==> src/rtl/maj_net_evaluator.sv <==
// Time-multiplexed evaluator for 7-input majority-inverter networks: one shared MAJ3 unit
// walks the gate program per minterm and builds a 128-bit truth table. Optional: MAJ_NET_COMPARE_EN.
module maj_net_evaluator #(
  parameter int unsigned MAX_GATES = 16,
  parameter int unsigned SEL_W     = 5,
  localparam int unsigned ADDR_W   = $clog2(MAX_GATES),
  localparam int unsigned CNT_W    = $clog2(MAX_GATES + 1),
  localparam int unsigned PROG_W   = 3 * SEL_W + 3,
  localparam int unsigned TT_W     = 128,
  localparam int unsigned M_W      = 7
) (
  input  logic              clk,
  input  logic              rst_n,
  input  logic              prog_we,
  input  logic [ADDR_W-1:0] prog_addr,
  input  logic [PROG_W-1:0] prog_data,
  input  logic [CNT_W-1:0]  num_gates,
  input  logic [SEL_W-1:0]  out_sel,
  input  logic              start,
`ifdef MAJ_NET_COMPARE_EN
  input  logic [TT_W-1:0]   tt_expected,
  output logic              mismatch,
  output logic [M_W-1:0]    first_mismatch,
`endif
  output logic              busy,
  output logic              done,
  output logic [TT_W-1:0]   tt
);

  localparam int unsigned SIG_N = 2 ** SEL_W;

  typedef struct packed {
    logic             inv_c;
    logic             inv_b;
    logic             inv_a;
    logic [SEL_W-1:0] sel_c;
    logic [SEL_W-1:0] sel_b;
    logic [SEL_W-1:0] sel_a;
  } gate_t;

  typedef enum logic [1:0] {S_IDLE, S_EVAL, S_STORE, S_DONE} state_t;

  state_t               r_state;
  state_t               w_state_nxt;
  gate_t                r_prog [MAX_GATES];
  logic [CNT_W-1:0]     r_gcnt;
  logic [CNT_W-1:0]     r_g;
  logic [SEL_W-1:0]     r_out_sel;
  logic [M_W-1:0]       r_m;
  logic [MAX_GATES-1:0] r_w;
  logic [TT_W-1:0]      r_tt;
  logic                 r_busy;
  logic                 r_done;

  logic [SIG_N-1:0]     w_sigs;
  gate_t                w_gate;
  logic                 w_a;
  logic                 w_b;
  logic                 w_c;
  logic                 w_maj;
  logic                 w_store_bit;
  logic [CNT_W-1:0]     w_g_in;
  logic                 w_last_gate;
  logic                 w_last_m;
  logic                 w_prog_ok;

  // Gate outputs at or beyond the limit are not yet valid and read as 0.
  function automatic logic rd_sig(input logic [SIG_N-1:0] sigs, input logic [SEL_W-1:0] sel,
                                  input logic [CNT_W-1:0] lim);
    logic [SEL_W:0] bound;
    bound = (SEL_W+1)'(8) + (SEL_W+1)'(lim);
    return sigs[sel] & ({1'b0, sel} < bound);
  endfunction

  always_comb begin
    w_sigs                    = '0;
    w_sigs[M_W:1]             = r_m;
    w_sigs[8 +: MAX_GATES]    = r_w;
  end

  assign w_gate      = r_prog[r_g[ADDR_W-1:0]];
  assign w_a         = rd_sig(w_sigs, w_gate.sel_a, r_g) ^ w_gate.inv_a;
  assign w_b         = rd_sig(w_sigs, w_gate.sel_b, r_g) ^ w_gate.inv_b;
  assign w_c         = rd_sig(w_sigs, w_gate.sel_c, r_g) ^ w_gate.inv_c;
  assign w_maj       = (w_a & w_b) | (w_a & w_c) | (w_b & w_c);
  assign w_store_bit = rd_sig(w_sigs, r_out_sel, r_gcnt);
  assign w_g_in      = (num_gates > CNT_W'(MAX_GATES)) ? CNT_W'(MAX_GATES) : num_gates;
  assign w_last_gate = (r_g == r_gcnt - CNT_W'(1));
  assign w_last_m    = (r_m == M_W'(TT_W - 1));
  assign w_prog_ok   = prog_we && ((r_state == S_IDLE) || (r_state == S_DONE)) &&
                       ({1'b0, prog_addr} < (ADDR_W+1)'(MAX_GATES));

  // State register plus registered status flags.
  always_ff @(posedge clk) begin
    if (!rst_n) begin
      r_state <= S_IDLE;
      r_busy  <= 1'b0;
      r_done  <= 1'b0;
    end else begin
      r_state <= w_state_nxt;
      r_busy  <= (w_state_nxt == S_EVAL) || (w_state_nxt == S_STORE);
      r_done  <= (w_state_nxt == S_DONE);
    end
  end

  always_comb begin
    w_state_nxt = r_state;
    case (r_state)
      S_IDLE:  if (start) w_state_nxt = (w_g_in == '0) ? S_STORE : S_EVAL;
      S_EVAL:  if (w_last_gate) w_state_nxt = S_STORE;
      S_STORE: begin
        if (w_last_m)             w_state_nxt = S_DONE;
        else if (r_gcnt == '0)    w_state_nxt = S_STORE;
        else                      w_state_nxt = S_EVAL;
      end
      S_DONE:  w_state_nxt = S_IDLE;
      default: w_state_nxt = S_IDLE;
    endcase
  end

  always_ff @(posedge clk) begin
    if (!rst_n) begin
      for (int i = 0; i < MAX_GATES; i++) r_prog[i] <= '0;
    end else if (w_prog_ok) begin
      r_prog[prog_addr] <= gate_t'(prog_data);
    end
  end

  // Evaluation datapath: minterm/gate counters, gate outputs, truth table.
  always_ff @(posedge clk) begin
    if (!rst_n) begin
      r_gcnt    <= '0;
      r_g       <= '0;
      r_out_sel <= '0;
      r_m       <= '0;
      r_w       <= '0;
      r_tt      <= '0;
    end else begin
      case (r_state)
        S_IDLE: if (start) begin
          r_gcnt    <= w_g_in;
          r_out_sel <= out_sel;
          r_m       <= '0;
          r_g       <= '0;
          r_w       <= '0;
          r_tt      <= '0;
        end
        S_EVAL: begin
          r_w[r_g[ADDR_W-1:0]] <= w_maj;
          r_g                  <= r_g + CNT_W'(1);
        end
        S_STORE: begin
          r_tt[r_m] <= w_store_bit;
          r_g       <= '0;
          r_w       <= '0;
          if (!w_last_m) r_m <= r_m + M_W'(1);
        end
        default: ;
      endcase
    end
  end

`ifdef MAJ_NET_COMPARE_EN
  logic [TT_W-1:0] r_tt_exp;
  logic            r_mismatch;
  logic [M_W-1:0]  r_first;

  // Live comparison against the reference table; first_mismatch latches only once.
  always_ff @(posedge clk) begin
    if (!rst_n) begin
      r_tt_exp   <= '0;
      r_mismatch <= 1'b0;
      r_first    <= '0;
    end else if (r_state == S_IDLE && start) begin
      r_tt_exp   <= tt_expected;
      r_mismatch <= 1'b0;
      r_first    <= '0;
    end else if (r_state == S_STORE && (w_store_bit != r_tt_exp[r_m])) begin
      r_mismatch <= 1'b1;
      if (!r_mismatch) r_first <= r_m;
    end
  end

  assign mismatch       = r_mismatch;
  assign first_mismatch = r_first;
`endif

  assign busy = r_busy;
  assign done = r_done;
  assign tt   = r_tt;

endmodule
==> config.mk <==
export PLATFORM = sky130hd
export DESIGN_NAME = maj_net_evaluator
export DESIGN_NICKNAME = d
export VERILOG_FILES = /design/src/rtl/maj_net_evaluator.sv
export SDC_FILE = /design/constraint.sdc
export NUM_CORES = 1
export LEC_CHECK = 0
export CAP_MARGIN = 20
export CELL_PAD_IN_SITES_DETAIL_PLACEMENT = 0
export CELL_PAD_IN_SITES_GLOBAL_PLACEMENT = 1
export CORE_AREA = 3 3 176 349
export DETAILED_ROUTE_END_ITERATION = 8
export DIE_AREA = 0 0 179 352
export PLACE_DENSITY_LB_ADDON = 0.3
export SKIP_CTS_REPAIR_TIMING = 1
export SYNTH_ARGS = -nofsm -noshare
export SYNTH_HDL_FRONTEND = slang
export SYNTH_SLANG_ARGS = --single-unit
==> constraint.sdc <==
create_clock -name clk -period 4.6 [get_ports clk]
set_clock_uncertainty 0.1 [all_clocks]
set_input_delay 0.69 -clock clk [delete_from_list [all_inputs] [get_ports clk]]
set_output_delay 0.69 -clock clk [all_outputs]
set_load 0.03 [all_outputs]
==> results.sh, run 1 <==
export IMPL_required_ps=4930
export IMPL_vias=15400
export IMPL_drtIter0Drc=1088
export IMPL_gp_congestion=0.863
export IMPL_initial_utilization_pct=37.6
export IMPL_yosysTopAreaCell="edfxtp_1"
export IMPL_drc=0
export IMPL_fin_area_um2=26200
export IMPL_cp_max_fo=31
export IMPL_core_um2=59100
export IMPL_antenna_found_initial=4
export IMPL_worst_pin_slew_ps=1100
export IMPL_fin_setup_tns_ps=0
export IMPL_syn_num_nets=1920
export IMPL_postPlaceCellArea_um2=24800
export IMPL_grtUsageTotal_pct=21.2
export IMPL_grt_pass1_wl_um=101000
export IMPL_ir_drop_v=0.000272
export IMPL_clock_path_buffers=3
export IMPL_cts_sink_count=462
export IMPL_worstSkewPairLatency_ps=580
export IMPL_synthArstFlopShare_pct=0
export IMPL_place_hpwl_um=49900
export IMPL_worstRegToRegCells=10
export IMPL_cts_made_buffers=42
export IMPL_syn_inst=1855
export IMPL_cp_arrival_ps=4530
export IMPL_root_buffer="clkbuf_16"
export IMPL_insertedDiodeCount=0
export IMPL_synth_area_um2=22200
export IMPL_nets=2045
export IMPL_die_area_um2=63000
export IMPL_grt_pass1_vias=15800
export IMPL_drive_above_1_share_pct=13.7
export IMPL_outcome="finished clean"
export IMPL_htree_num_levels=2
export IMPL_syn2layout_area_growth_pct=17.9
export IMPL_ys_flop_type="edfxtp_1"
export IMPL_maxSlewHeadroom_pct=26.8
export IMPL_p_leak_nw=8.99
export IMPL_route_detailed_wl_per_inst_um=24.3
export IMPL_port_buffers=165
export IMPL_routed_via_density=5.54
export IMPL_io_pins=166
export IMPL_synth_edf_count=288
export IMPL_fillers=5507
export IMPL_r2r_slack_ps=400
export IMPL_fin_crit_sh_pct=91.3
export IMPL_hold_violations=0
export IMPL_die_w_um=179
export IMPL_timing_rr_end="r_w[2]$_SDFFE_PN0P_"
export IMPL_yosys_warnings=0
export IMPL_rsz0062_at_grt="false"
export IMPL_ys_seq_elements=462
export IMPL_endpoint_kind="flip-flop"
export IMPL_netlist_top_cells_count="and2_1 (348), edfxtp_1 (288), dfxtp_1 (174)"
export IMPL_fmax_ghz=0.238
export IMPL_finalWirelength_um=67400
export IMPL_hp_class="flip-flop to flip-flop"
export IMPL_slew_viol_final=0
export IMPL_cts_tree="built"
export IMPL_dieHeight_um=352
export IMPL_grt_max_degree=94
export IMPL_synthDistinctLibCells=71
export IMPL_finalSetupViolCount=0
export IMPL_powerDensity_nw_per_um2=344
export IMPL_post_synth_top_count_cell="and2_1"
export IMPL_maxCapViolCount=0
export IMPL_first_pass_iters=5
export IMPL_postSynthAreaPerCell_um2=12.0
export IMPL_grt_ovfl_total=0
export IMPL_synthTopCellsByArea="edfxtp_1 (39%), dfxtp_1 (16%), and2_1 (9.8%), mux4_2 (8.5%), o211ai_1 (3.7%)"
export IMPL_yosysTopAreaCellShare_pct=38.9
export IMPL_crit_type="flip-flop to flip-flop"
export IMPL_startpoint_type="flip-flop"
export IMPL_clkSlewWorstSetupHoldPaths_ps=70
export IMPL_critPathCapture="r_w[2]$_SDFFE_PN0P_"
export IMPL_period_needed_ps=4200
export IMPL_fp_row_count=126
export IMPL_ys_seq_area_share_pct=54.6
export IMPL_drtAntennaViolNets=0
worst max-delay path: stages (launching register included):
cell	delay (ps)
dfxtp_4	680
mux4_2	560
mux2i_1	500
mux2i_4	270
mux2_2	330
a2bb2o_4	210
o31a_1	310
a221oi_2	300
xnor2_1	170
maj3_2	440
o21ai_0	150
power breakdown:
| group | switching, mW | internal (mW) | leakage, nW |
|---|---|---|---|
| logic | 0.507 | 0.340 | 3.91 |
| registers | 0.0638 | 4.50 | 4.41 |
| clock network | 1.57 | 2.03 | 0.670 |
metrics by stage:
stage          hold slack [ps]  worst slack, ps  power (mW)  instances  util, %
2_1_floorplan              354              716        5.20       1855        -
3_3_place_gp               366              339        5.48       2702     42.0
3_5_place_dp               374              320        5.49       2702     42.0
4_1_cts                    386              300        9.08       2771     44.3
5_1_grt                    421              218        9.31       2773     44.3
6_report                   386              400        9.01       2773     44.3
placed cells by master, fill, tap and decap left out, types with 43 or more instances in the layout:
cell type / netlist / layout
and2_1: 348 / 348
clkdlybuf4s50_1: 0 / 164
nor2_1: 57 / 47
edfxtp_1: 288 / 288
nor2b_1: 44 / 44
buf_4: 1 / 72
o211ai_1: 110 / 110
o21ai_0: 56 / 43
o31ai_1: 100 / 100
nand2_1: 108 / 108
dfxtp_1: 174 / 171
clkbuf_16: 0 / 43
mux4_2: 84 / 84
cell families after synthesis:
group | synth area share, %
xor gates and xnor gates | 0.630
buffers and inverters | 3.31
muxes | 10.7
adders and majority gates | 1.68
and+or+nand+nor | 16.3
DFF | 54.6
AOI/OAI and AO/OA | 12.9
layer usage:
metal | vias up | track usage, % | routed length (um)
met1 | 7589 | 21.3 | 22700
met5 | - | 0 | 11
met3 | 110 | 2.94 | 3150
li1 | 7172 | - | -
met2 | 489 | 43.1 | 39200
met4 | 2 | 6.96 | 2310
state kept, by name, summed over array words and instances (netlist names), named ones only:
register,count
busy,1
r_out_sel,5
tt,128
r_state,2
r_prog,288
r_g,5
done,1
r_gcnt,5
r_m,7
r_w,16
worst min-delay path by stage:
stage,from,endpoint,slack [ps],cells past startpoint
CTS,tt[95]$_SDFFE_PN0P_,tt[95]$_SDFFE_PN0P_,390,2
global placement,tt[95]$_SDFFE_PN0P_,tt[95]$_SDFFE_PN0P_,370,2
global route,tt[19]$_SDFFE_PN0P_,tt[19]$_SDFFE_PN0P_,420,2
finish,tt[95]$_SDFFE_PN0P_,tt[95]$_SDFFE_PN0P_,390,2
detailed placement,tt[95]$_SDFFE_PN0P_,tt[95]$_SDFFE_PN0P_,370,2
floorplan,r_gcnt[1]$_SDFFE_PN0P_,r_gcnt[1]$_SDFFE_PN0P_,350,2
cell type report:
class / instances / area (um2) / share of cell area (%)
Timing Repair Buffer: 237 / 2200 / 8.40
Tap cell: 768 / 961 / 3.67
Clock inverter: 18 / 248 / 0.945
Sequential cell: 462 / 12100 / 46.3
Inverter: 22 / 85.1 / 0.325
Multi-Input combinational cell: 1215 / 9450 / 36.1
Clock buffer: 51 / 1130 / 4.30
No activity file was read; power rests on OpenSTA's default activity.
==> run 2: changes to the inputs <==
--- a/config.mk
+++ b/config.mk
@@ -11,7 +11,7 @@
 export CORE_AREA = 3 3 176 349
 export DETAILED_ROUTE_END_ITERATION = 8
 export DIE_AREA = 0 0 179 352
-export PLACE_DENSITY_LB_ADDON = 0.3
+export PLACE_DENSITY = 0.71
 export SKIP_CTS_REPAIR_TIMING = 1
 export SYNTH_ARGS = -nofsm -noshare
 export SYNTH_HDL_FRONTEND = slang
==> results.sh, run 2 (synthesis gave the netlist of run 1 again) <==
export IMPL_ir_drop_v=0.000300
export IMPL_maxCapViolCount=0
export IMPL_slew_viol_final=0
export IMPL_pwr_share_clk_pct=39.6
export IMPL_route_detailed_wl_per_inst_um=25.9
export IMPL_worst_pin_slew_ps=1040
export IMPL_largest_reg_flops=288
export IMPL_p_sw_mw=2.21
export IMPL_rsz0062_at_grt="false"
export IMPL_place_hpwl_um=50500
export IMPL_routed_via_density=5.71
export IMPL_core_um2=59100
export IMPL_grt_pass1_vias=16000
export IMPL_final_cell_mix="and2_1 (348), edfxtp_1 (288), dfxtp_1 (171)"
export IMPL_syn2layout_area_growth_pct=18.0
export IMPL_required_ps=4930
export IMPL_drtAntennaViolNets=0
export IMPL_worstRegToRegCells=11
export IMPL_dieHeight_um=352
export IMPL_fillers=5461
export IMPL_startpoint_type="flip-flop"
export IMPL_cts_sink_count=462
export IMPL_grt_ovfl_total=0
export IMPL_cts_tree="built"
export IMPL_die_area_um2=63000
export IMPL_drtIter0Drc=1213
export IMPL_port_buffers=165
export IMPL_root_buffer="clkbuf_16"
export IMPL_initial_utilization_pct=37.6
export IMPL_grt_pass1_wl_um=106000
export IMPL_endpoint_kind="flip-flop"
export IMPL_hold_violations=0
export IMPL_gp_congestion=0.878
export IMPL_htree_num_levels=2
export IMPL_p_seq_share_pct=51.0
export IMPL_combPwrFrac_pct=9.3
export IMPL_cts_made_buffers=41
export IMPL_hold_path_depth=2
export IMPL_outcome="finished clean"
export IMPL_fin_crit_sh_pct=93.0
export IMPL_die_w_um=179
export IMPL_fin_util_pct=44.4
export IMPL_grt_max_degree=62
export IMPL_fin_setup_tns_ps=0
export IMPL_io_pins=166
export IMPL_fp_row_count=126
export IMPL_p_leak_nw=9.00
export IMPL_insertedDiodeCount=0
export IMPL_layout_commonest_cell="and2_1"
export IMPL_clock_path_buffers=3
export IMPL_powerDensity_nw_per_um2=342
export IMPL_regMostFlops="r_prog"
export IMPL_hp_class="flip-flop to flip-flop"
export IMPL_cp_arrival_ps=4600
export IMPL_cp_max_fo=29
export IMPL_drc=0
export IMPL_first_pass_iters=5
export IMPL_clkSlewWorstSetupHoldPaths_ps=70
export IMPL_sw_frac_of_total_pct=24.6
export IMPL_intPower_mw=6.76
export IMPL_nets=2042
export IMPL_maxSlewHeadroom_pct=30.1
export IMPL_finalSetupViolCount=0
export IMPL_multi_input_area_um2=9490
export IMPL_antenna_found_initial=4
export IMPL_fmax_ghz=0.234
export IMPL_vias=15900
export IMPL_worstSkewPairLatency_ps=590
export IMPL_period_needed_ps=4280
export IMPL_grtUsageTotal_pct=22.6
export IMPL_seqCellArea_um2=12100
export IMPL_drive_above_1_share_pct=13.9
export IMPL_finalWirelength_um=71900
export IMPL_crit_type="flip-flop to flip-flop"
==> run 2: cell count changes in the layout (fill, tap and decap cells not counted), moves of 2 or more <==
cell        previous run  this run
buf_12                 1         3
buf_4                 72        67
clkbuf_1               6         4
clkbuf_16             43        41
clkinv_1               4         7
clkinv_2               3         8
clkinv_4               3         1
clkinvlp_4             1         3
nor3_1                13        10
nor3_2                 1         4
o21ai_2               13         9
o21ai_4                0         4
==> run 2: layer usage <==
layer	GRT usage [%]	part of all wire (%)
met5	0	0.018
met4	12.0	6.2
met3	2.74	5.0
met2	43.4	55
met1	23.2	34
==> run 2: cell type report <==
type                    count  area share [%]
clock buffers              48            4.12
clock inverters            27            1.01
inverters                  22           0.324
multi-input cells        1215            36.2
flip-flops and latches    462            46.3
well taps                 768            3.66
repair buffers            235            8.46
==> run 2: through the flow <==
step / hold slack, ps / power, mW / cells / worst slack [ps] / instance area, um2
2_1_floorplan: 354 / 5.20 / 1855 / 716 / 22200
3_3_place_gp: 363 / 5.49 / 2700 / 404 / 24900
3_5_place_dp: 381 / 5.50 / 2701 / 341 / 24900
4_1_cts: 390 / 9.02 / 2776 / 274 / 26200
5_1_grt: 420 / 9.24 / 2777 / 42.9 / 26200
6_report: 385 / 8.97 / 2777 / 324 / 26200
==> run 2: power by group through the flow <==
stage	Combinational, mW	Sequential (mW)	Clock, mW
after floorplan	0.581	4.62	0
after global placement	0.826	4.66	0
after detailed placement	0.838	4.67	0
after CTS	0.841	4.57	3.61
after global routing	0.897	4.58	3.76
final	0.838	4.57	3.55
==> run 2: final timing paths <==
path / from / endpoint / slack [ps]
max: flip-flop / r_w[1]$_SDFFE_PN0P_ / 320
min: tt[127]$_SDFFE_PN0P_ / tt[127]$_SDFFE_PN0P_ / 390
max reg2reg: flip-flop / r_w[1]$_SDFFE_PN0P_ / 320
min reg2reg: tt[127]$_SDFFE_PN0P_ / tt[127]$_SDFFE_PN0P_ / 390
==> run 2: critical path, cell delays in order (launching register included) <==
cell	delay [ps]
dfxtp_4	730
buf_4	310
nand2_1	60
o221ai_1	320
o22a_1	630
mux2_2	400
o311a_1	280
and2_0	150
o31ai_1	360
xor2_1	210
maj3_2	400
o21ai_0	160
